## src/rtl/pipe_pkg.sv

```systemverilog
// Shared types and constants for the pipeline stall/flush controller.
// Latency: n/a (declarations only).
// Backpressure: n/a.
package pipe_pkg;

  // Controller operating state: normal run, draining toward an ebreak, halted.
  typedef enum logic [1:0] {
    ST_RUN   = 2'd0,
    ST_DRAIN = 2'd1,
    ST_HALT  = 2'd2
  } state_e;

  // Bit positions of each inter-stage register in the valid/ena vectors.
  localparam int STG_IFID  = 0;
  localparam int STG_IDEX  = 1;
  localparam int STG_EXMEM = 2;
  localparam int STG_MEMWB = 3;
  localparam int NUM_STG   = 4;

  localparam int CNT_W_DEFAULT = 32;

endpackage

```

## src/rtl/pipe_ctrl_hazard_detect.sv

```systemverilog
// Load-use hazard comparator: ID source registers against the EX load destination.
// Latency: purely combinational, 0 cycles.
// Backpressure: none; the result is consumed by the stall controller.
// Ports: id_rs1/id_rs2 + id_use_rs1/id_use_rs2 (ID operands), ex_load/ex_rf_waddr (EX load), load_use (out).
module hazard_detect (
  input  logic       ex_load,
  input  logic [4:0] ex_rf_waddr,
  input  logic [4:0] id_rs1,
  input  logic [4:0] id_rs2,
  input  logic       id_use_rs1,
  input  logic       id_use_rs2,
  output logic       load_use
);

  logic rs1_hit;
  logic rs2_hit;

  always_comb begin
    rs1_hit  = id_use_rs1 && (id_rs1 == ex_rf_waddr);
    rs2_hit  = id_use_rs2 && (id_rs2 == ex_rf_waddr);
    // x0 is hardwired to zero, so a load targeting it can never feed a consumer.
    load_use = ex_load && (ex_rf_waddr != 5'd0) && (rs1_hit || rs2_hit);
  end

endmodule

```

## src/rtl/pipe_ctrl.sv

```systemverilog
// Central stall/flush controller: drives valid/ena of IF/ID, ID/EX, EX/MEM, MEM/WB and PC enable.
// Latency: controls are combinational from inputs+state; state and counters update on posedge clk.
// Backpressure: mem_busy freezes the whole pipe; if_busy and load-use stall the front end only.
// Ports: clk/rst; ID/EX hazard inputs; ex_redirect, ex_sys, wb_sys, if_busy, mem_busy;
//        pc_ena, <stage>_valid/<stage>_ena, halt, cyc_cnt/stall_cnt (saturating).
module pipe_ctrl
  import pipe_pkg::*;
#(
  parameter int CNT_W = CNT_W_DEFAULT
) (
  input  logic             clk,
  input  logic             rst,
  input  logic [4:0]       id_rs1,
  input  logic [4:0]       id_rs2,
  input  logic             id_use_rs1,
  input  logic             id_use_rs2,
  input  logic             ex_load,
  input  logic [4:0]       ex_rf_waddr,
  input  logic             ex_redirect,
  input  logic             ex_sys,
  input  logic             wb_sys,
  input  logic             if_busy,
  input  logic             mem_busy,
  output logic             pc_ena,
  output logic             ifid_valid,
  output logic             idex_valid,
  output logic             exmem_valid,
  output logic             memwb_valid,
  output logic             ifid_ena,
  output logic             idex_ena,
  output logic             exmem_ena,
  output logic             memwb_ena,
  output logic             halt,
  output logic [CNT_W-1:0] cyc_cnt,
  output logic [CNT_W-1:0] stall_cnt
);

  state_e             state_q, state_d;
  logic [CNT_W-1:0]   cyc_q, cyc_d;
  logic [CNT_W-1:0]   stall_q, stall_d;
  logic [NUM_STG-1:0] valid_v;
  logic [NUM_STG-1:0] ena_v;
  logic               stall_ev;
  logic               load_use;

  hazard_detect u_hazard (
    .ex_load     (ex_load),
    .ex_rf_waddr (ex_rf_waddr),
    .id_rs1      (id_rs1),
    .id_rs2      (id_rs2),
    .id_use_rs1  (id_use_rs1),
    .id_use_rs2  (id_use_rs2),
    .load_use    (load_use)
  );

  always_comb begin
    state_d  = state_q;
    valid_v  = '1;
    ena_v    = '1;
    pc_ena   = 1'b1;
    halt     = 1'b0;
    stall_ev = 1'b0;

    if (rst) begin
      valid_v = '0;
      ena_v   = '0;
      pc_ena  = 1'b0;
    end else begin
      case (state_q)
        ST_RUN: begin
          // An ebreak retiring in WB halts next edge; this cycle still follows the rule chain.
          if (wb_sys) state_d = ST_HALT;
          if (mem_busy) begin
            // Full freeze: a pending redirect or ebreak in EX is held and acted on later.
            ena_v    = '0;
            pc_ena   = 1'b0;
            stall_ev = 1'b1;
          end else if (ex_sys) begin
            pc_ena            = 1'b0;
            valid_v[STG_IFID] = 1'b0;
            valid_v[STG_IDEX] = 1'b0;
            if (!wb_sys) state_d = ST_DRAIN;
          end else if (ex_redirect) begin
            // Redirect squashes the front; any load-use against a wrong-path instr is moot.
            valid_v[STG_IFID] = 1'b0;
            valid_v[STG_IDEX] = 1'b0;
          end else if (load_use) begin
            pc_ena            = 1'b0;
            ena_v[STG_IFID]   = 1'b0;
            valid_v[STG_IDEX] = 1'b0;
            stall_ev          = 1'b1;
          end else if (if_busy) begin
            pc_ena            = 1'b0;
            valid_v[STG_IFID] = 1'b0;
            stall_ev          = 1'b1;
          end
        end
        ST_DRAIN: begin
          pc_ena            = 1'b0;
          valid_v[STG_IFID] = 1'b0;
          valid_v[STG_IDEX] = 1'b0;
          if (mem_busy) begin
            ena_v[STG_EXMEM] = 1'b0;
            ena_v[STG_MEMWB] = 1'b0;
            stall_ev         = 1'b1;
          end
          if (wb_sys) state_d = ST_HALT;
        end
        ST_HALT: begin
          ena_v  = '0;
          pc_ena = 1'b0;
          halt   = 1'b1;
        end
        default: state_d = ST_RUN;
      endcase
    end
  end

  always_comb begin
    ifid_valid  = valid_v[STG_IFID];
    idex_valid  = valid_v[STG_IDEX];
    exmem_valid = valid_v[STG_EXMEM];
    memwb_valid = valid_v[STG_MEMWB];
    ifid_ena    = ena_v[STG_IFID];
    idex_ena    = ena_v[STG_IDEX];
    exmem_ena   = ena_v[STG_EXMEM];
    memwb_ena   = ena_v[STG_MEMWB];
  end

  // Saturating performance counters; cycle count stops once halted.
  always_comb begin
    cyc_d   = cyc_q;
    stall_d = stall_q;
    if ((state_q != ST_HALT) && (cyc_q != '1)) cyc_d = cyc_q + CNT_W'(1);
    if (stall_ev && (stall_q != '1))           stall_d = stall_q + CNT_W'(1);
  end

  always_ff @(posedge clk) begin
    if (rst) begin
      state_q <= ST_RUN;
      cyc_q   <= '0;
      stall_q <= '0;
    end else begin
      state_q <= state_d;
      cyc_q   <= cyc_d;
      stall_q <= stall_d;
    end
  end

  assign cyc_cnt   = cyc_q;
  assign stall_cnt = stall_q;

endmodule
```

## config.mk

```make
export PLATFORM = sky130hd
export DESIGN_NAME = pipe_ctrl
export DESIGN_NICKNAME = d
export VERILOG_FILES = /design/src/rtl/pipe_pkg.sv /design/src/rtl/pipe_ctrl_hazard_detect.sv /design/src/rtl/pipe_ctrl.sv
export SDC_FILE = /design/constraint.sdc
export NUM_CORES = 1
export LEC_CHECK = 0
export ABC_AREA = 0
export CAP_MARGIN = 20
export CORE_AREA = 2 2 125 127
export CTS_BUF_LIST = sky130_fd_sc_hd__clkbuf_8
export DETAILED_ROUTE_END_ITERATION = 8
export DIE_AREA = 0 0 127 129
export PLACE_DENSITY_LB_ADDON = 0.12
export SYNTH_ARGS = -nofsm -noshare
export SYNTH_HDL_FRONTEND = slang
export SYNTH_SLANG_ARGS = --single-unit
```

## constraint.sdc

```tcl
create_clock -name clk -period 2.2 [get_ports clk]
set_input_delay 0.44 -clock clk [delete_from_list [all_inputs] [get_ports clk]]
set_output_delay 0.44 -clock clk [all_outputs]
set_load 0.02 [all_outputs]
```

==> metrics.yaml, run 1 <==
yosys:
  synth_cell_types: 57
  synth_top_area_share_pct: 36.0
  syn_area_per_cell_um2: 8.31
  synthCells: 442
  yosys.area_share.simple_pct: 33.7
  netlist_area_um2: 3670
  synth-edff-count: 0
  synth_mux_area_share_pct: 1.81
  synth_fp_nets: 472
  yosys_warnings: 0
  synth_seq_cells: 66
  synth_top_family_by_area: "simple AND/OR/NAND/NOR gates"
  yosysTopAreaCell: "dfxtp_1"
  synthTopCellsByArea: "dfxtp_1 (36%), xnor2_1 (8.6%), nor2_1 (5.2%), a21oi_1 (4.2%), or3_1 (3.9%)"
  ys_async_sr_fraction_pct: 0
  yosysSeqAreaShare_pct: 36.0
  synth_compound_area_share_pct: 13.1
  synthAdderAreaFrac_pct: 1.70
  ys.flop_type: "dfxtp_1"
  yosys.area_share.xor_xnor_pct: 9.30
setup_path:
  crit_buf_inv: 2
  critical_path_class: "in -> out"
  crit_arrival_ns: 1.77
  critical_path.slowest_cell: "or4_4"
  timing.critical_path.cells: "buf_8 > or4_4 > o211a_4 > nor2_1 > o311a_1 > buf_6"
  reg2reg_slack_ns: 0.05
  crit_path_start: "ex_rf_waddr[1]"
  r2r-end: "stall_cnt[12]"
  crit_required_ns: 1.76
  rr_worst_depth: 9
  critPathLaunchType: "primary input"
  crit_fanout: 4
  crit_path_max_incr_delay_ns: 0.54
  r2r-start: "state_q[0]"
  critical-path-top-delay-family: "simple AND/OR/NAND/NOR gates"
  setup.worst_path.end_class: "output pin"
pwr:
  p_leak_nw: 2.04
  total_power_mw: 2.76
  vdd_drop_max_mv: 0.349
  p_per_area_nw_per_um2: 485
drt:
  vias: 3858
  drt_iter0_drc: 120
  routed_wirelength_mm: 11.5
  wl_per_cell_um: 14.3
  drt_first_pass_iters: 4
  viasPerCell: 4.80
  drc: 0
  drtAntennaViolNets: 0
worst_hold_path:
  hold_start: "stall_cnt[1]"
  holdPathEnd: "stall_cnt[1]"
  min_path_type: "reg -> reg"
  hold_depth: 2
grt:
  gr-usage-met3_pct: 4.41
  grt.total_usage_pct: 14.6
  grt_pass1_vias: 3856
  grt_max_degree: 47
  grtUsageMet2_pct: 25.3
  grt-ovfl-total: 0
  antenna_found_initial: 0
  grt_use_met1_pct: 17.5
  grt_first_pass_wirelength_mm: 19.1
  busiest_layer: "met2"
floorplanning:
  io_pins: 99
  dieArea_um2: 16400
  die_h_um: 129
  rows: 45
  start_util_pct: 24.5
  die_x_um: 127
  core_um2: 15000
timing:
  fin_crit_sh_pct: 100
  finalCriticalPeriod_ns: 2.21
  clock_skew_ns: 0.00856
  slew_headroom_pct: 65.2
  hold_viol: 0
  slew_viol_final: 0
  setup_viol: 1
  post-route-worst-setup-slack_ns: -0.00617
  tightest_slew_ns: 0.522
  setup-tns-final_ns: -0.00617
  clock.fmax_mhz: 453
  rsz0062_at_grt: "yes"
clock_network:
  clock_latency_ns: 0.36
  clock-root-buffer: "clkbuf_8"
  cts.path.max_buffers: 2
  cts.sinks: 66
  clkTransAtPathRegs_ns: 0.07
  cts_tree: "built"
  cts_inserted_buffers: 9
  htree_levels: 3
placement:
  dp.final_hpwl_mm: 8.39
  io_buffers: 98
  place_congestion: 0.815
finish:
  diodes: 0
  finalNetCount: 640
  fillers: 1547
  drive_gt1_share_pct: 27.2
  syn_to_final_growth_pct: 54.7
outcome:
  status: "finished, violations left"
  violations: "negative setup slack"
flow_run:
  drv_cap: 0
worst register-to-register path, delay by kind of cell (launching register included):
family | cells | cell delay, ns
buf+inv | 2 | 0.24
compound gates | 3 | 0.58
simple gates | 3 | 0.78
fa+ha+maj | 1 | 0.15
flops | 1 | 0.33
layer usage:
metal	vias up	part of all wire [%]
met5	-	0
met4	0	1.0
met3	8	4.3
met2	71	49
met1	1830	45
li1	1949	-
worst max-delay path by stage:
stage,to,slack (ns),cells past startpoint
after global placement,idex_valid,-0.85,6
final,pc_ena,-0.006,6
after CTS,pc_ena,-0.01,6
after global routing,stall_cnt[12],-0.10,9
after floorplan,ifid_ena,0.01,7
after detailed placement,idex_valid,-0.88,6
synthesized netlist by cell type (11+ instances only):
cell / number
nand2_1: 26
nor2_1: 51
nand4_1: 20
and4_1: 11
o21ai_0: 15
nor3_1: 14
dfxtp_1: 66
nor4_1: 14
a21oi_1: 31
nand3_1: 20
xnor2_1: 36
or3_1: 23
o21ai_1: 13
area by class of cell:
type	count	area (µm²)	area share, %
timing repair buffer	180	1540	27.2
sequential	66	1330	23.5
clock inverter	7	62.6	1.10
inverter	9	33.8	0.594
tap	188	235	4.14
multi-input combinational	344	2350	41.3
clock buffer	9	124	2.18
state kept, by name, indices dropped and copies added, names as in the netlist:
signal	cells
cyc_cnt	32
stall_cnt	32
state_q	2
logic make-up after synthesis:
| kind of cell | Yosys count |
|---|---|
| AND/OR/NAND/NOR | 216 |
| AO/OA/AOI/OAI | 78 |
| flip-flops | 66 |
| XOR/XNOR | 39 |
| buffers and inverters | 32 |
| multiplexers | 6 |
| adder cells (fa/ha/maj) | 5 |
where the power goes:
group	leakage, nW	total [mW]	switching, mW	internal [mW]
clock network	0.0976	1.01	0.501	0.511
registers	0.537	1.23	0.0136	1.22
logic	1.40	0.515	0.267	0.248
total	2.04	2.76	0.782	1.98
cells in the final DEF, fill, tap and decap left out, types with 3 or more instances in the layout:
master            n
buf_2            15
clkbuf_2          3
or3_1            22
nor2_1           49
o21ai_1          14
nand3_1          20
dlygate4sd2_1     3
nor3_1           14
nand4_1          20
a21oi_1          29
and3_1            5
buf_4            76
nor4b_1           4
nand2_1          25
nor4_1           11
xnor2_1          33
inv_1             8
clkdlybuf4s50_1  71
xnor2_2           3
dfxtp_1          56
or4_1             4
o21ai_0          13
dfxtp_2          10
mux2_1            5
a21oi_2           3
buf_6             9
clkbuf_8          9
and4_1           10
xor2_1            3
nor2b_1           7
metrics by stage:
step	instance area (µm²)	worst slack [ns]	utilization [%]	hold slack, ns	std cells
2_1_floorplan	3670	0.00980	-	0.526	442
3_3_place_gp	5350	-0.850	35.7	0.481	781
3_5_place_dp	5350	-0.880	35.7	0.496	781
4_1_cts	5580	-0.0107	37.3	0.508	803
5_1_grt	5680	-0.101	37.9	0.516	803
6_report	5680	-0.00617	37.9	0.491	803
repair_timing:
action,in CTS,in global routing
pin swaps,27,13
resized for setup,109,39
setup endpoints to repair,42,59
hold buffers,0,0
buffers inserted,6,1
No activity file was read; power rests on OpenSTA's default activity.
==> inputs of run 2 (changes only) <==
Settings changed: DONT_BUFFER_PORTS set to 1.
==> run 2 against run 1 <==
Net effect: clock power is essentially flat; critical path depth is 1 higher; the run now ends clean; design area shrank 12%; via count down 6.6%; register-to-register slack barely moved; critical endpoint unchanged; maximum frequency increased by 2.4%; wire length is 0.53% lower; critical path type is now reg -> out; first-iteration DRC count shrank 17%; largest power group unchanged; clock-buffer cell count is 2 higher; flip-flop and latch count unchanged.
==> metrics.yaml, run 2 (same netlist as run 1, synthesis figures left out) <==
timing:
  slew_headroom_pct: 67.7  # +2.5 points
  fin_crit_sh_pct: 98.0  # -2.3 points
  tightest_slew_ns: 0.478  # -0.0439 ns
  clock.fmax_mhz: 464  # +2.4%
  rsz0062_at_grt: "yes"
  clock_skew_ns: 0.0118  # +0.00328 ns
  setup_viol: 0  # -1
  hold_viol: 0  # unchanged
  finalCriticalPeriod_ns: 2.16  # -0.0507 ns
  slew_viol_final: 0  # unchanged
grt:
  grt_first_pass_wirelength_mm: 18.0  # -5.6%
  grt_max_degree: 74  # +57%
  antenna_found_initial: 0  # unchanged
  grt_pass1_vias: 3528  # -8.5%
  grt-ovfl-total: 0  # unchanged
  grt.total_usage_pct: 13.9  # -0.70 points
drt:
  top_layer: "met4"
  wl_per_cell_um: 15.6  # +9.3%
  drc: 0  # unchanged
  viasPerCell: 4.93  # +2.6%
  vias: 3603  # -6.6%
  dr_wl_met2_mm: 5.73  # +1.3%
  routed_wirelength_mm: 11.4  # -0.53%
  wl_met1_mm: 4.44  # -15%
  drtAntennaViolNets: 0  # unchanged
  dr_wl_met3_um: 993  # +100%
  drt_iter0_drc: 100  # -17%
  drt_first_pass_iters: 4  # unchanged
finish:
  instances_no_fill: 731  # -9.0%
  stdcell_area_um2: 5010  # -12%
  postLayoutCoreUtil_pct: 33.5  # -4.5 points
  layout_commonest_cell: "buf_4"
  final_cell_mix: "buf_4 (100), dfxtp_1 (62), nor2_1 (51), xnor2_1 (36), a21oi_1 (27)"
  syn_to_final_growth_pct: 36.4
  finalNetCount: 568  # -11%
  drive_gt1_share_pct: 29.7  # +2.5 points
  diodes: 0  # unchanged
placement:
  place_congestion: 0.751  # -7.9%
  place_area_um2: 4550  # -15%
  dp.final_hpwl_mm: 8.31  # -1.1%
  dp_cells: 706  # -9.6%
  io_buffers: 0  # -100%
clock_network:
  cts_tree: "built"
  clock-root-buffer: "clkbuf_8"
  clkTransAtPathRegs_ns: 0.08  # about the same
  cts.path.max_buffers: 2  # unchanged
  clock_latency_ns: 0.35  # about the same
  htree_levels: 3  # unchanged
  cts.sinks: 66  # unchanged
  cts_inserted_buffers: 9  # unchanged
setup_path:
  crit_fanout: 5  # +1
  critical_path.slowest_cell: "dfxtp_2"
  crit_path_max_incr_delay_ns: 0.33  # -0.21 ns
  critPathLaunchType: "register"
  setup.worst_path.end_class: "output pin"
  critical-path-top-delay-family: "compound AO/OA/AOI/OAI gates"
  crit_buf_inv: 3  # +1
  crit_arrival_ns: 1.72  # -0.05 ns
  timing.critical_path.cells: "inv_2 > ha_4 > buf_6 > inv_4 > or3_1 > o21ai_1 > o311a_1"
  critical_path_class: "reg -> out"
  crit_required_ns: 1.76  # about the same
floorplanning:
  io_pins: 99  # unchanged
  start_util_pct: 24.5  # unchanged
  core_um2: 15000  # unchanged
  rows: 45  # unchanged
  die_h_um: 129  # unchanged
  die_x_um: 127  # unchanged
  dieArea_um2: 16400  # unchanged
worst_hold_path:
  min_path_type: "in -> reg"
outcome:
  status: "finished clean"
flow_run:
  drv_cap: 0  # unchanged
pwr:
  p_per_area_nw_per_um2: 540  # +11%
  vdd_drop_max_mv: 0.380  # +8.7%
  p_leak_nw: 1.85  # -9.1%
-- run 2: cell types whose count changed in the layout (fill, tap and decap cells not counted), moves of 6 or more --
| cell | change |
|---|---|
| buf_2 | -15 |
| buf_4 | +24 |
| buf_6 | -8 |
| clkdlybuf4s50_1 | -71 |
| dfxtp_1 | +6 |
| dfxtp_2 | -6 |
-- run 2: path summary, 6_finish.rpt --
check / startpoint / depth (start not counted) / endpoint / slack, ns
worst max register to register: state_q[1] / 9 / stall_cnt[20] / 0.05
worst min-delay path: rst / 1 / stall_cnt[9] / 0.14
worst min register to register: state_q[1] / 3 / state_q[1] / 0.62
worst max-delay path: state_q[1] / 7 / pc_ena / 0.04
-- run 2: final cells by class --
class	count	area (µm²)
tap	188	235
multi-input combinational	344	2320
inverter	9	36.3
sequential	66	1330
timing repair buffer	108	897
clock inverter	5	46.3
clock buffer	11	151
fill	1621	9970
-- run 2: metal layers --
metal / track usage [%] / vias to the layer above
met3: 6.65 / 14
met1: 14.7 / 1708
met4: 5.43 / 0
met5: 0 / -
li1: - / 1802
met2: 24.1 / 79
-- run 2: metrics by stage --
stage | setup WS [ns] | hold slack (ns) | setup TNS [ns] | power [mW]
2_1_floorplan | 0.00980 | 0.526 | 0 | 1.50
3_3_place_gp | 0.0342 | 0.518 | 0 | 1.60
3_5_place_dp | -0.0581 | 0.520 | -0.243 | 1.61
4_1_cts | 0.00396 | 0.118 | 0 | 2.72
5_1_grt | -0.0791 | 0.115 | -0.897 | 2.84
6_report | 0.0446 | 0.137 | 0 | 2.70
-- run 2: repair_timing --
| item | 4_1_cts | 5_1_grt |
|---|---|---|
| pin swaps | 1 | 24 |
| endpoints found under the setup margin | 19 | 20 |
| gates resized for setup | 13 | 28 |
| hold buffers | 0 | 0 |
| gates cloned | 0 | 2 |
| buffers inserted | 3 | 4 |
-- run 2: report_power, final --
part	leakage, nW	switching, mW	internal [mW]
registers	0.534	0.0146	1.22
logic	1.20	0.227	0.201
clock network	0.113	0.472	0.572
total	1.85	0.713	1.99
==> inputs of run 3 (changes only) <==
Settings changed: CTS_BUF_LIST sky130_fd_sc_hd__clkbuf_8 to sky130_fd_sc_hd__clkbuf_2.
==> run 3 against run 2 <==
Net effect: the flow now finishes with violations (negative setup slack); critical path depth up 3; core utilization rose by 1.6 points; die area did not move; via count is 1.9% higher; register-to-register slack worse by 0.14 ns.
==> metrics.yaml, run 3 (same netlist as run 1, synthesis figures left out) <==
outcome:
  status: "finished, violations left"
  violations: "negative setup slack"
grt:
  grt-ovfl-total: 0  # unchanged
  grt_pass1_vias: 3552  # +0.68%
  grt_use_met1_pct: 15.1  # +0.43 points
  grt_first_pass_wirelength_mm: 18.2  # +1.2%
  grtUsageMet2_pct: 24.4  # +0.28 points
  antenna_found_initial: 0  # unchanged
  grt_max_degree: 57  # -23%
  busiest_layer: "met2"
  gr-usage-met3_pct: 6.61  # -0.042 points
  grt.total_usage_pct: 14.1  # +0.22 points
timing:
  slew_viol_final: 0  # unchanged
  clock.fmax_mhz: 424  # -8.7%
  slew_headroom_pct: 67.6  # -0.096 points
  clock_skew_ns: 0.0267  # +0.0149 ns
  setup_viol: 12  # +12
  hold_ws_ns: 0.107  # -0.0302 ns
  post-route-worst-setup-slack_ns: -0.160  # -0.204 ns
  fin_crit_sh_pct: 107  # +9.3 points
  rsz0062_at_grt: "yes"
  hold_viol: 0  # unchanged
  tightest_slew_ns: 0.479  # +0.00143 ns
  finalCriticalPeriod_ns: 2.36  # +0.204 ns
drt:
  wl_per_cell_um: 15.9  # +1.8%
  drtAntennaViolNets: 0  # unchanged
  drc: 0  # unchanged
  vias: 3670  # +1.9%
  routed_wirelength_mm: 11.8  # +3.4%
  drt_iter0_drc: 106  # +6.0%
  drt_first_pass_iters: 4  # unchanged
  viasPerCell: 4.94  # +0.21%
placement:
  io_buffers: 0  # unchanged
  pre_cts_ws_ns: -0.0581  # unchanged
  dp.final_hpwl_mm: 8.31  # unchanged
  place_congestion: 0.751  # unchanged
  place_area_um2: 4550  # unchanged
clock_network:
  clkTransAtPathRegs_ns: 0.17  # +0.09 ns
  cts_tree: "built"
  clock-root-buffer: "clkbuf_2"
  cts.sinks: 66  # unchanged
  clock_latency_ns: 0.53  # +0.18 ns
  cts_inserted_buffers: 9  # unchanged
  cts.path.max_buffers: 2  # unchanged
  htree_levels: 3  # unchanged
setup_path:
  critical_path_class: "reg -> out"
  crit_path_max_incr_delay_ns: 0.36  # +0.03 ns
  critPathLaunchType: "register"
  cp_common_cell: "buf_4"
  timing.critical_path.cells: "inv_2 > ha_4 > buf_6 > inv_6 > buf_4 > nor2_4 > a21oi_2 > nor2_1 > a21boi_2 > buf_4"
  critical-path-top-delay-family: "buffers and inverters"
  crit_arrival_ns: 1.92  # +0.20 ns
  crit_required_ns: 1.76  # about the same
  crit_buf_inv: 5  # +2
  setup.worst_path.end_class: "output pin"
  crit_fanout: 3  # -2
  critical_path.slowest_cell: "dfxtp_2"
finish:
  finalNetCount: 580  # +2.1%
  stdcell_area_um2: 5250  # +4.7%
  drive_gt1_share_pct: 35.9  # +6.2 points
  fillers: 1604  # -1.0%
  postLayoutCoreUtil_pct: 35.0  # +1.6 points
  layout_commonest_cell: "buf_4"
  diodes: 0  # unchanged
  final_cell_mix: "buf_4 (104), dfxtp_1 (62), nor2_1 (49), xnor2_1 (36), nand2_1 (25)"
  syn_to_final_growth_pct: 42.8
pwr:
  p_per_area_nw_per_um2: 469  # -13%
  vdd_drop_max_mv: 0.275  # -28%
  p_leak_nw: 1.94  # +5.0%
floorplanning:
  dieArea_um2: 16400  # unchanged
  rows: 45  # unchanged
  io_pins: 99  # unchanged
  die_h_um: 129  # unchanged
  core_um2: 15000  # unchanged
  die_x_um: 127  # unchanged
  start_util_pct: 24.5  # unchanged
worst_hold_path:
  min_path_type: "in -> reg"
flow_run:
  drv_cap: 0  # unchanged
[run 3: changes by cell type in the layout (fill, tap and decap cells not counted), moves of 4 or more]
cell and delta:
clkbuf_8 -11, a21oi_1 -10, buf_4 +4, clkbuf_2 +12
a21oi_2 +10, or3_4 +5, buf_6 +5, or3_1 -5
[run 3: tightest hold or removal path, stage by stage]
cell	delay [ns]
nor2_1	0.02
nor2_1	0.08
nor3_1	0.05
[run 3: worst paths after layout]
kind                startpoint             to  slack, ns  depth (start not counted)
setup / recovery    state_q[1]       ifid_ena      -0.16                         10
hold / removal          wb_sys     state_q[0]       0.11                          3
setup reg to reg    state_q[1]  stall_cnt[28]      -0.09                         10
hold reg to reg   stall_cnt[0]   stall_cnt[0]       0.61                          2
[run 3: metrics by stage]
step                TNS, ns  power [mW]  instances
CTS                  -0.800        2.43        727
floorplan                 0        1.50        442
global placement          0        1.60        706
detailed placement   -0.243        1.61        706
finish               -0.636        2.46        743
global route          -4.02        2.61        743
[run 3: timing repair]
action                                 CTS  global route
endpoints found under the hold margin   56             0
resized for setup                       17            64
buffers inserted                         4            12
setup endpoints to repair               24            29
hold buffers                             1             0
pin swaps                                2            50
cloned                                   0             4
[run 3: report_power, final]
| part | switching, mW | internal, mW |
|---|---|---|
| clock | 0.443 | 0.268 |
| combinational | 0.270 | 0.245 |
| sequential | 0.0114 | 1.22 |
| total | 0.725 | 1.73 |
[run 3: cell type report]
type	instances	area (µm²)	area share, %
repair buffers	120	1060	20.2
flip-flops and latches	66	1330	25.3
inverters	9	38.8	0.739
clock buffers	12	60.1	1.14
well taps	188	235	4.48
clock inverters	4	42.5	0.811
multi-input cells	344	2480	47.3
[run 3: metal layers]
| metal | part of all wire (%) | vias to the layer above |
|---|---|---|
| li1 | - | 1823 |
| met1 | 39 | 1753 |
| met2 | 51 | 79 |
| met3 | 8.1 | 15 |
| met4 | 2.1 | 0 |
| met5 | 0 | - |
